--- src/rtl/apb_pkg.sv ---
// Shared types, widths and address-decode helper for the APB slave register bank.
package apb_pkg;

    localparam int APB_DW = 32;
    localparam int APB_AW = 32;

    typedef enum logic {
        IDLE,
        ACCESS
    } apb_slv_state_e;

    // Widened to AW+1 bits so a bank ending at the top of the address map does not wrap.
    function automatic logic apb_addr_err(
        input logic [APB_AW-1:0] addr,
        input logic [APB_AW-1:0] base,
        input int unsigned       depth
    );
        logic [APB_AW:0] lim;
        lim = {1'b0, base} + ((APB_AW+1)'(depth) << 2);
        return (addr[1:0] != 2'b00) || (addr < base) || ({1'b0, addr} >= lim);
    endfunction

endpackage

--- src/rtl/apb_slave_regfile_if.sv ---
// APB bus bundle between the AHB-to-APB bridge (master) and the register bank (slave).
interface apb_slave_regfile_if;
    import apb_pkg::*;

    logic              psel;
    logic              penable;
    logic              pwrite;
    logic [APB_AW-1:0] paddr;
    logic [APB_DW-1:0] pwdata;
    logic [APB_DW-1:0] prdata;
    logic              pready;
    logic              pslverr;

    modport master (
        output psel, penable, pwrite, paddr, pwdata,
        input  prdata, pready, pslverr
    );

    modport slave (
        input  psel, penable, pwrite, paddr, pwdata,
        output prdata, pready, pslverr
    );

endinterface

--- src/rtl/apb_slv_waitgen.sv ---
// Wait-state counter: loaded at the setup edge, counts down during the access phase.
module apb_slv_waitgen (
    input  logic       clk_i,
    input  logic       rst_i,
    input  logic       load_i,
    input  logic [3:0] load_val_i,
    input  logic       dec_i,
    output logic       zero_o
);

    logic [3:0] cnt_q, cnt_d;

    always_comb begin
        cnt_d = cnt_q;
        if (load_i) begin
            cnt_d = load_val_i;
        end else if (dec_i && (cnt_q != 4'd0)) begin
            cnt_d = cnt_q - 4'd1;
        end
    end

    always_ff @(posedge clk_i or posedge rst_i) begin
        if (rst_i) begin
            cnt_q <= 4'd0;
        end else begin
            cnt_q <= cnt_d;
        end
    end

    assign zero_o = (cnt_q == 4'd0);

endmodule

--- src/rtl/apb_slave_regfile.sv ---
// APB slave bank of DEPTH word registers with address-error response.
// Wait-state insertion is built only when APB_SLV_WAIT_EN is defined; otherwise zero-wait.
module apb_slave_regfile
    import apb_pkg::*;
#(
    parameter int unsigned       DEPTH     = 16,
    parameter logic [APB_AW-1:0] BASE_ADDR = 32'h0000_0000,
    parameter int unsigned       RD_WAIT   = 1,
    parameter int unsigned       WR_WAIT   = 2
) (
    input  logic                hclk,
    input  logic                hreset,
    apb_slave_regfile_if.slave  bus
);

    localparam int IDXW = (DEPTH > 1) ? $clog2(DEPTH) : 1;

    apb_slv_state_e    state_q, state_d;
    logic [IDXW-1:0]   idx_q;
    logic              write_q;
    logic              err_q;
    logic [APB_DW-1:0] wdata_q;
    logic [APB_DW-1:0] prdata_q;
    logic [APB_DW-1:0] regs_q [DEPTH];

    logic [APB_AW-1:0] offset;
    logic [IDXW-1:0]   idx;
    logic              addrErr;
    logic              setup;
    logic              complete;
    logic              cntZero;
    logic              pready;
    logic              unused_offset;

    assign offset        = bus.paddr - BASE_ADDR;
    assign idx           = offset[IDXW+1:2];
    assign unused_offset = ^{offset[APB_AW-1:IDXW+2], offset[1:0]};
    assign addrErr       = apb_addr_err(bus.paddr, BASE_ADDR, DEPTH);

    assign setup    = (state_q == IDLE) && bus.psel && !bus.penable;
    assign pready   = (state_q == ACCESS) && cntZero;
    assign complete = (state_q == ACCESS) && bus.psel && bus.penable && pready;

`ifdef APB_SLV_WAIT_EN
    apb_slv_waitgen u_waitgen (
        .clk_i      (hclk),
        .rst_i      (hreset),
        .load_i     (setup),
        .load_val_i (bus.pwrite ? 4'(WR_WAIT) : 4'(RD_WAIT)),
        .dec_i      ((state_q == ACCESS) && bus.psel),
        .zero_o     (cntZero)
    );
`else
    logic unused_waits;
    assign unused_waits = ^{4'(RD_WAIT), 4'(WR_WAIT)};
    assign cntZero      = 1'b1;
`endif

    // Dropping psel mid-access is treated as an abort rather than waited out.
    always_comb begin
        state_d = state_q;
        case (state_q)
            IDLE: begin
                if (setup) state_d = ACCESS;
            end
            ACCESS: begin
                if (!bus.psel) begin
                    state_d = IDLE;
                end else if (bus.penable && pready) begin
                    state_d = IDLE;
                end
            end
            default: state_d = IDLE;
        endcase
    end

    // Read data is fetched at the setup edge so it is already valid in the first access cycle.
    always_ff @(posedge hclk or posedge hreset) begin
        if (hreset) begin
            state_q  <= IDLE;
            idx_q    <= '0;
            write_q  <= 1'b0;
            err_q    <= 1'b0;
            wdata_q  <= '0;
            prdata_q <= '0;
        end else begin
            state_q <= state_d;
            if (setup) begin
                idx_q   <= idx;
                write_q <= bus.pwrite;
                err_q   <= addrErr;
                wdata_q <= bus.pwdata;
                if (!bus.pwrite) begin
                    prdata_q <= addrErr ? '0 : regs_q[idx];
                end
            end
        end
    end

    always_ff @(posedge hclk or posedge hreset) begin
        if (hreset) begin
            for (int i = 0; i < int'(DEPTH); i++) begin
                regs_q[i] <= '0;
            end
        end else if (complete && write_q && !err_q) begin
            regs_q[idx_q] <= wdata_q;
        end
    end

    assign bus.prdata  = prdata_q;
    assign bus.pready  = pready;
    assign bus.pslverr = err_q && pready;

endmodule
--- src/flat_wrapper.sv ---
// flat-port wrapper written by rule: the top's interface ports become plain ports
module apb_slave_regfile_flat import apb_pkg::*;
#(
    parameter int unsigned       DEPTH     = 16,
    parameter logic [APB_AW-1:0] BASE_ADDR = 32'h0000_0000,
    parameter int unsigned       RD_WAIT   = 1,
    parameter int unsigned       WR_WAIT   = 2
)
  (hclk, hreset, bus_psel, bus_penable, bus_pwrite, bus_paddr, bus_pwdata, bus_prdata, bus_pready, bus_pslverr);
  apb_slave_regfile_if bus_i ();
  input  logic hclk;
  input  logic hreset;
  input wire logic [$bits(bus_i.psel)-1:0] bus_psel;
  input wire logic [$bits(bus_i.penable)-1:0] bus_penable;
  input wire logic [$bits(bus_i.pwrite)-1:0] bus_pwrite;
  input wire logic [$bits(bus_i.paddr)-1:0] bus_paddr;
  input wire logic [$bits(bus_i.pwdata)-1:0] bus_pwdata;
  output wire logic [$bits(bus_i.prdata)-1:0] bus_prdata;
  output wire logic [$bits(bus_i.pready)-1:0] bus_pready;
  output wire logic [$bits(bus_i.pslverr)-1:0] bus_pslverr;
  assign bus_i.psel = bus_psel;
  assign bus_i.penable = bus_penable;
  assign bus_i.pwrite = bus_pwrite;
  assign bus_i.paddr = bus_paddr;
  assign bus_i.pwdata = bus_pwdata;
  assign bus_prdata = bus_i.prdata;
  assign bus_pready = bus_i.pready;
  assign bus_pslverr = bus_i.pslverr;
  apb_slave_regfile #(.DEPTH(DEPTH), .BASE_ADDR(BASE_ADDR), .RD_WAIT(RD_WAIT), .WR_WAIT(WR_WAIT)) u_core (.hclk(hclk), .hreset(hreset), .bus(bus_i));
endmodule
--- config.mk ---
export PLATFORM = sky130hd
export DESIGN_NAME = apb_slave_regfile_flat
export DESIGN_NICKNAME = d
export VERILOG_FILES = /design/src/rtl/apb_pkg.sv /design/src/rtl/apb_slave_regfile_if.sv /design/src/rtl/apb_slv_waitgen.sv /design/src/rtl/apb_slave_regfile.sv /design/src/flat_wrapper.sv
export SDC_FILE = /design/constraint.sdc
export NUM_CORES = 1
export LEC_CHECK = 0
export BUFFER_PORTS_ARGS = -buffer_cell sky130_fd_sc_hd__buf_2
export CORE_MARGIN = 3
export CORE_UTILIZATION = 50
export CTS_CLUSTER_SIZE = 16
export DETAILED_ROUTE_END_ITERATION = 10
export GPL_ROUTABILITY_DRIVEN = 0
export PLACE_DENSITY = 0.67
export SYNTH_ARGS = -nofsm -noshare
export SYNTH_HDL_FRONTEND = slang
export SYNTH_SLANG_ARGS = --single-unit
--- constraint.sdc ---
create_clock -name hclk -period 22.1 [get_ports hclk]
set_clock_uncertainty 0.05 [all_clocks]
set_input_delay 1.105 -clock hclk [delete_from_list [all_inputs] [get_ports hclk]]
set_output_delay 1.105 -clock hclk [all_outputs]
set_load 0.005 [all_outputs]
-- Yosys cells after proc, flatten, opt, wreduce, memory -nomap -nowiden
Index checks and enable logic that the tools add are counted.
- output and inout bits: 34
- register bits: 583
- multiplexer cells: 11
- reductions and logical operators: 16
- order comparisons: 5
- bitwise operators: 4
- operators by type and width (kind ; count):
    512-bit bitwise mux ; 1
    32-bit binary-select mux with 4-bit select ; 1
    32-bit demux with 4-bit select ; 1
    32-bit two-way mux ; 4
    32-bit by 7-bit greater-or-equal comparator with 1-bit output, second input constant ; 1
    32-bit by 1-bit less-than comparator with 1-bit output, second input constant ; 1
    5-bit greater-or-equal comparator, second input constant ; 2
    1-bit logical AND ; 10
    4-bit inverter with 5-bit output ; 2
    5-bit by 1-bit less-than comparator with 1-bit output, second input constant ; 1
    1-bit two-way mux ; 3
    1-bit zero test ; 2
    1-bit logical OR ; 2
    1-bit inverter ; 2
    1-bit one-hot mux with 2 select lines ; 1
    2-bit AND reduction ; 1
    2-bit nonzero test ; 1

-- Logic depth before layout (Yosys ltp)
Gate-level depths: netlist of run 1.
- depth after elaboration: 6
- gate-level depth with buffers: 7
- depth with buffers taken out: 4

-- Worst setup path before layout of run 1
OpenSTA, ideal clock, no wires.
- kind: input -> register
- start: input bus_psel
- end: register u_core.regs_q[212] (netlist bit)
- required time: 21.925 ns
- arrival time: 2.488 ns
- cell stages on the path: 5
- setup slack: 19.437 ns
- cells stage by stage: nand4_1 or3b_4 nor4_4 buf_4 mux2_2
- cells in the longest elaborated chain, start to end: 5
- RTL lines (item ; RTL line ; RTL):
    start, declared ; flat_wrapper.sv:13 ; input wire logic [$bits(bus_i.psel)-1:0] bus_psel;
    1-bit logical AND (3 in a row) ; apb_slave_regfile.sv:42 ; assign complete = (state_q == ACCESS) && bus.psel && bus.penable && pready;
    1-bit logical AND (2 in a row) ; apb_slave_regfile.sv:105 ; end else if (complete && write_q && !err_q) begin
    end signal, assigned by index ; apb_slave_regfile.sv:106 ; regs_q[idx_q] <= wdata_q;
    end, declared ; apb_slave_regfile.sv:24 ; logic [APB_DW-1:0] regs_q [DEPTH];
No other way between the ends.
A chain may end at the register's enable or synchronous reset.

==> flow_summary.ini, run 1 <==
[status]
status = finished, final reports clean

[logic_synthesis]
synth_flop_cell = dfrtp_1
synth_area_per_cell_sq_um = 13.5
ys_async_sr_fraction = 1.00
synth_area_sq_um = 26400
ys_ff_latch = 583
synthCells = 1954
syn_nets = 2023
synthDistinctLibCells = 35
ys_seq_area_frac = 0.552
synth-edff-count = 0
synth_warnings = 0

[grt]
use_met2 = 0.398
grt_busiest_layer = met2
grt_pass1_wl_microns = 102000
met1_usage = 0.313
grt_overflow = 0
grt_pass1_vias = 17300
antenna_found_initial = 0
grt.total_usage = 0.234
grt_max_degree = 125
grt_use_met3 = 0.0307

[pwr]
power.leakage_nw = 14.6
internal_power_mw = 1.74
ir_worst_vdd_mv = 0.0597
pwr-share-comb = 0.044
seq_power_share = 0.498
cellPowerDensity_nw_per_um2 = 77.7
netSwitchingPower_mw = 0.545
switching_share = 0.239
clkPwrFrac = 0.458
p_total_mw = 2.29

[routing]
vias = 16200
drt-initial-drc-count = 884
drc_errors = 0
viasPerCell = 5.95
ant_nets = 0
wl_microns = 65300
first_pass_iters = 4
drt-wirelength-per-cell_microns = 24.0

[sta]
final-setup-viol-count = 0
slew_headroom = 0.232
period_share = 0.173
tns_ns = 0
fin_crit_ns = 3.81
drv_slew = 0
hold_violations = 0
rsz0062_at_grt = false
clock.fmax_mhz = 262
tightestPinTransition_ns = 1.15

[cts]
cts.path.max_buffers = 3
cts_hold_buf = 0
clock-sinks = 583
cts_max_level = 2
cts_root_buffer = clkbuf_16
insertion_delay_ns = 0.62
cts-resized-gates = 0
cts_setup_buffers = 0
cts_tree = built
numCtsBuffers = 61
path_clk_slew_ns = 0.06

[placement]
port_buffers = 102
post-dp-hpwl_microns = 34200

[setup_path]
cp.required_ns = 22.68
critPathCaptureType = asynchronous set/reset pin
cp_common_cell = buf_4
max_stage_delay_ns = 0.89
crit_family = buffers and inverters
critPathSlowestCell = buf_4
start_kind = input pin
cp_max_fo = 124
critPathKind = input pin to asynchronous set/reset pin
arrival_ns = 4.39
path_buf_inv = 5
crit_chain = buf_2 -> inv_8 -> buf_4 -> buf_4 -> buf_4

[finish]
final_cell_mix = dfrtp_1 (583), mux2_2 (524), mux2i_1 (256), buf_2 (101), nor4_1 (71)
fin_nets = 2053
ff_latch_area_sq_um = 14600
layout-drive-gt1-share = 0.387
layout_commonest_cell = dfrtp_1
num_antenna_cells = 0
area_growth_pct = 11.4
fill_cells = 4234
fin_util = 0.568
multi_input_area_sq_um = 11100

[job]
drv_cap = 0

[worst_hold_path]
hold_class = flop to flop

[die]
fp.dieH_microns = 236
ios = 103
core_area_sq_um = 51800
die_x_microns = 236
rows = 83
die-area_sq_um = 55600
start_util = 0.510
[stage by stage]
stage	hold WS, ns	worst slack [ns]	area [sq um]	std cells
after floorplan	0.407	4.63	26400	1954
after global placement	0.416	17.63	27400	2601
after detailed placement	0.425	17.51	27400	2601
after CTS	0.439	18.17	29400	2716
after global routing	0.455	17.76	29400	2716
final	0.438	18.29	29400	2716
[worst paths after layout]
check                      slack [ns]                    end  cells past startpoint          startpoint
setup reg to reg                19.12      u_core.regs_q[11]                      5   u_core.bus.pready
max in group hclk               18.81  u_core.bus.prdata[19]                      6        bus_paddr[2]
min in group asynchronous        0.62     u_core.wdata_q[25]                      2              hreset
hold reg to reg                  0.44     u_core.regs_q[162]                      1  u_core.regs_q[162]
setup / recovery                18.29     u_core.regs_q[143]                      5              hreset
hold / removal                   0.44     u_core.regs_q[162]                      1  u_core.regs_q[162]
[synth_stat cells, drive strengths merged, types with 2 or more instances]
cell,count,share of area
a211oi,32,0.0091
and2,33,0.0078
and3,7,0.0017
buf,71,0.014
clkbuf,97,0.014
dfrtp,583,0.55
inv,2,0.00028
mux2,548,0.23
mux2i,256,0.097
nand2,35,0.0050
nand2b,2,0.00047
nand3b,2,0.00057
nand4,4,0.00095
nor2,66,0.0094
nor2b,2,0.00047
nor3,3,0.0016
nor3b,2,0.00076
nor4,73,0.018
o21ai,33,0.0063
o21bai,32,0.0091
o22ai,64,0.015
[state kept, by name, summed over array words and instances (netlist names)]
signal / cells
u_core.write_q: 1
u_core.err_q: 1
u_core.bus.pready: 1
u_core.bus.prdata: 32
u_core.regs_q: 512
u_core.wdata_q: 32
u_core.idx_q: 4
[routing by layer]
| layer | wire (microns) | share of wire |
|---|---|---|
| met1 | 29000 | 0.44 |
| met2 | 32100 | 0.49 |
| met3 | 2370 | 0.036 |
| met4 | 1880 | 0.029 |
| met5 | 0 | 0 |
[cell type report]
| class | instances | area share |
|---|---|---|
| Clock buffer | 89 | 0.0623 |
| Timing Repair Buffer | 135 | 0.0265 |
| Inverter | 2 | 0.000510 |
| Clock inverter | 26 | 0.00838 |
| Sequential cell | 583 | 0.496 |
| Tap cell | 680 | 0.0289 |
| Multi-Input combinational cell | 1201 | 0.378 |
[logic make-up (layout without fill, tap and decap cells)]
logic type | count (synthesis) | in the layout | synth area share
muxes | 804 | 804 | 0.331
DFF | 583 | 583 | 0.552
and+or+nand+nor | 235 | 235 | 0.0489
buffers and inverters | 170 | 252 | 0.0281
AOI/OAI and AO/OA | 162 | 162 | 0.0399
[power by group through the flow]
stage / combinational [mW] / clock (mW) / sequential, mW
2_1_floorplan: 0.0939 / 0 / 1.12
3_3_place_gp: 0.101 / 0 / 1.15
3_5_place_dp: 0.103 / 0 / 1.16
4_1_cts: 0.103 / 1.07 / 1.14
5_1_grt: 0.111 / 1.11 / 1.14
6_report: 0.101 / 1.05 / 1.14
Note: power is estimated with default switching activity, not from simulation.
==> inputs of run 2 (changes only) <==
Settings changed: PLACE_DENSITY 0.67 to 0.69.
Clock period 22.1 ns to 3.2 ns, I/O delays scaled along.
==> run 2 against run 1 <==
  * Critical path depth unchanged
  * Clock power rose to 6.6 times the previous value
  * Via count up 1.7%
  * Hold slack worse by 0.30 ns
  * Sequential cell count unchanged
  * Core utilization up 1.4 points
  * First-iteration DRC count up 13%
  * Sequential power rose to 6.9 times the previous value
==> flow_summary.ini, run 2 (same netlist as run 1, synthesis figures left out) <==
[cts]
clock-sinks = 583
cts_setup_buffers = 0
cts_max_level = 2
numCtsBuffers = 60
insertion_delay_ns = 0.61
path_clk_slew_ns = 0.06
cts_tree = built
cts_root_buffer = clkbuf_16
cts-resized-gates = 0
cts.path.max_buffers = 3

[grt]
antenna_found_initial = 1
grt.total_usage = 0.230
grt_max_degree = 140
grt_pass1_vias = 17300
grt_pass1_wl_microns = 102000
grt_overflow = 0

[routing]
ant_nets = 0
drt-wirelength-per-cell_microns = 23.1
viasPerCell = 5.91
drt-initial-drc-count = 996
wl_microns = 64300
drc_errors = 0
first_pass_iters = 5
vias = 16400

[worst_hold_path]
hold_class = input pin to asynchronous set/reset pin

[finish]
fin_util = 0.582
num_antenna_cells = 0
area_growth_pct = 14.3
layout-drive-gt1-share = 0.383
fin_nets = 2118
fin_cells = 2779
largest_reg_flops = 512
multi_input_area_sq_um = 11100
final_cell_mix = dfrtp_1 (583), mux2_2 (524), mux2i_1 (256), buf_2 (101), nor4_1 (71)
fill_cells = 4145
layout_commonest_cell = dfrtp_1
ff_latch_area_sq_um = 14600
regMostFlops = u_core.regs_q

[sta]
period_share = 0.797
clock.fmax_mhz = 392
hold_violations = 0
rsz0062_at_grt = false
fin_crit_ns = 2.55
final-setup-viol-count = 0
slew_headroom = 0.226
holdWs_ns = 0.139
tightestPinTransition_ns = 1.16
drv_slew = 0

[placement]
dp.cells = 2625
post-dp-hpwl_microns = 37200
port_buffers = 102

[job]
drv_cap = 0

[pwr]
cellPowerDensity_nw_per_um2 = 516
power.leakage_nw = 14.9
p_total_mw = 15.6
ir_worst_vdd_mv = 0.376

[setup_path]
cp.required_ns = 3.65
start_kind = flop
crit_chain = nand4_1 -> nor3_2 -> and3_2 -> buf_4 -> mux2_2
arrival_ns = 3.00
critPathSlowestCell = and3_2
cp_max_fo = 17
critPathKind = flop to flop
critPathCaptureType = flop
max_stage_delay_ns = 0.69

[die]
start_util = 0.510
die_x_microns = 236
die-area_sq_um = 55600
rows = 83
fp.dieH_microns = 236
core_area_sq_um = 51800
ios = 103

[status]
status = finished, final reports clean
==> run 2: cell types whose count changed in the layout (fill, tap and decap cells not counted), sizes merged <==
cell         change
clkinv           -7
buf             +24
clkbuf           +8
bufinv           -3
dlygate4sd3     +42
clkinvlp         -1
==> run 2: area by class of cell <==
cell class,instances,area share
flip-flops and latches,583,0.483
multi-input cells,1201,0.368
clock buffers,97,0.0617
repair buffers,201,0.0545
well taps,680,0.0282
clock inverters,15,0.00381
inverters,2,0.000373
==> run 2: worst paths after layout <==
kind | cells past startpoint | start | endpoint | slack, ns
worst max-delay path | 5 | u_core.bus.pready | u_core.regs_q[434] | 0.65
worst min register to register | 1 | u_core.regs_q[120] | u_core.regs_q[120] | 0.43
min in group hclk | 3 | bus_pwdata[10] | u_core.wdata_q[10] | 0.26
worst min-delay path | 3 | hreset | u_core.wdata_q[27] | 0.14
max in group asynchronous | 4 | hreset | u_core.regs_q[295] | 1.78
worst max register to register | 5 | u_core.bus.pready | u_core.regs_q[434] | 0.65
==> run 2: routing by layer <==
layer | vias to the layer above | track usage | share of wire
met3 | 102 | 0.0322 | 0.038
met5 | - | 0 | 0.00020
li1 | 7314 | - | -
met1 | 8702 | 0.309 | 0.44
met2 | 309 | 0.390 | 0.49
met4 | 2 | 0.0669 | 0.026
==> run 2: timing repair <==
item | in CTS | in global routing
endpoints found under the setup margin | 0 | 0
hold buffers | 42 | 0
endpoints found under the hold margin | 53 | 0
==> run 2: power breakdown <==
group,switching [mW],internal [mW]
registers,0.393,7.48
logic,0.448,0.324
clock network,2.89,4.04
total,3.73,11.8
==> run 2: metrics by stage <==
step	TNS (ns)	setup slack [ns]	instance area, sq um
after floorplan	-2889.02	-4.96	26400
after global placement	0	0.756	27800
after detailed placement	0	0.630	27800
after CTS	0	0.609	30200
after global routing	0	0.467	30200
final	0	0.648	30200
==> run 2: worst max-delay path: cells and delay by family, from the launching register on <==
family | cells | cell delay, ns
simple gates | 3 | 1.30
mux | 1 | 0.35
buf+inv | 1 | 0.30
flops | 1 | 0.43
==> inputs of run 3 (changes only) <==
Clock period 3.2 ns to 2.1 ns, I/O delays scaled along.
==> run 3 against run 2 <==
  * The run now ends with setup timing left
  * Hold slack got worse by 0.10 ns
  * Final cell count is 1.8% higher
  * Clock power is 60% higher
  * Critical endpoint is now u_core.bus.prdata[22]
  * Cell area is 5.3% higher
  * First-iteration DRC count up 1.9%
  * Sequential power up 52%
==> flow_summary.ini, run 3 (same netlist as run 1, synthesis figures left out) <==
[pwr]
ir_worst_vdd_mv = 0.660
pwr-share-comb = 0.053
cellPowerDensity_nw_per_um2 = 765
power.leakage_nw = 15.5
netSwitchingPower_mw = 5.71
clkPwrFrac = 0.455
seq_power_share = 0.492
internal_power_mw = 18.6
switching_share = 0.235

[finish]
fin_nets = 2170
layout_commonest_cell = dfrtp_1
largest_reg_flops = 512
fill_cells = 3904
regMostFlops = u_core.regs_q
area_growth_pct = 20.3
layout-drive-gt1-share = 0.421
final_cell_mix = dfrtp_1 (583), mux2_2 (468), mux2i_1 (256), buf_2 (101), clkbuf_16 (72)

[routing]
drt-wirelength-per-cell_microns = 24.8
viasPerCell = 5.95
drc_errors = 0
route.met2.wl_microns = 33800
first_pass_iters = 7
maxUsedRoutingLayer = met4
wl_met1_microns = 31600
ant_nets = 0
drt-initial-drc-count = 1015
met3WireLength_microns = 2840
wl_microns = 70100
vias = 16800

[sta]
drv_slew = 0
holdWs_ns = 0.0362
hold_violations = 0
slew_headroom = 0.595
final.setup.worst_slack_ns = -0.0178
rsz0062_at_grt = true
clock.fmax_mhz = 472
fin_crit_ns = 2.12
tightestPinTransition_ns = 0.608
period_share = 1.01
final-setup-viol-count = 1

[die]
die-area_sq_um = 55600
die_x_microns = 236
core_area_sq_um = 51800
ios = 103
rows = 83
fp.dieH_microns = 236
start_util = 0.510

[placement]
place_ws_ns = -0.0378
post-dp-hpwl_microns = 37500
port_buffers = 102

[setup_path]
critPathCaptureType = flop
r2r_setup_slack_ns = -0.02
arrival_ns = 2.54
cp_max_fo = 33
critPathKind = flop to flop
start_kind = flop
r2r_cells = 5
rr_startpoint = u_core.bus.pready
cp.required_ns = 2.52
reg2reg_to = u_core.bus.prdata[22]

[grt]
grt_overflow = 0
grt_pass1_vias = 17400
antenna_found_initial = 0
grt_max_degree = 90
grt_pass1_wl_microns = 104000
grt.total_usage = 0.239

[worst_hold_path]
min_to = u_core.bus.prdata[10]
min_from = bus_paddr[2]
hold_class = input pin to flop
hold_depth = 5

[cts]
insertion_delay_ns = 0.62
cts_root_buffer = clkbuf_16
cts.path.max_buffers = 3
clock-sinks = 583
cts_tree = built
numCtsBuffers = 61
cts_max_level = 2
path_clk_slew_ns = 0.06

[status]
status = complete, but fails checks
violations = setup timing

[job]
drv_cap = 0
[run 3: critical path, stage by stage (launching register included)]
cell	delay [ns]
dfrtp_1	0.40
or4b_4	0.59
buf_12	0.22
and2_1	0.22
nor4_1	0.39
a211oi_2	0.06
[run 3: what timing repair did]
action / 4_1_cts / 5_1_grt
cloned: 2 / 10
pin swaps: 0 / 3
hold buffers: 44 / 0
setup buffers: 0 / 6
setup endpoints to repair: 16 / 248
hold endpoints to repair: 488 / 0
resized for setup: 5 / 119
[run 3: worst max path at each step]
| stage | startpoint | end | slack (ns) |
|---|---|---|---|
| after global routing | u_core.bus.pready | u_core.bus.prdata[18] | -0.09 |
| after CTS | u_core.bus.pready | u_core.regs_q[469] | 0.004 |
| after floorplan | hreset | u_core.bus.prdata[0] | -6.00 |
| after detailed placement | u_core.bus.pready | u_core.bus.prdata[13] | -0.04 |
| final | u_core.bus.pready | u_core.bus.prdata[22] | -0.02 |
| after global placement | u_core.bus.pready | u_core.bus.prdata[12] | -0.01 |
[run 3: cell type report]
cell class	instances	area, sq um	share of cell area
inverters	2	11.3	0.000354
clock inverters	20	270	0.00850
clock buffers	90	1810	0.0568
well taps	680	851	0.0268
diodes	1	2.50	0.0000787
multi-input cells	1201	11600	0.365
repair buffers	252	2640	0.0830
flip-flops and latches	583	14600	0.459
[run 3: layer usage]
layer  vias to the layer above  track usage
met2                       366        0.396
met3                       110       0.0317
met1                      8944        0.331
li1                       7400            -
met5                         -            0
met4                         0       0.0730
[run 3: power groups by stage]
stage / clock network [mW] / logic (mW) / registers [mW]
2_1_floorplan: 0 / 0.990 / 11.8
3_3_place_gp: 0 / 1.18 / 12.1
3_5_place_dp: 0 / 1.20 / 12.1
4_1_cts: 11.3 / 1.28 / 11.9
5_1_grt: 11.8 / 1.40 / 12.0
6_report: 11.1 / 1.30 / 12.0
[run 3: stage by stage]
stage	util	power, mW	cell area, sq um	TNS (ns)	std cells
5_1_grt	0.613	25.2	31800	-2.66	2828
4_1_cts	0.597	24.5	31000	0	2813
3_3_place_gp	0.547	13.3	28400	-0.0123	2657
6_report	0.613	24.3	31800	-0.0178	2829
2_1_floorplan	-	12.8	26400	-3498.26	1954
3_5_place_dp	0.547	13.3	28400	-0.196	2657
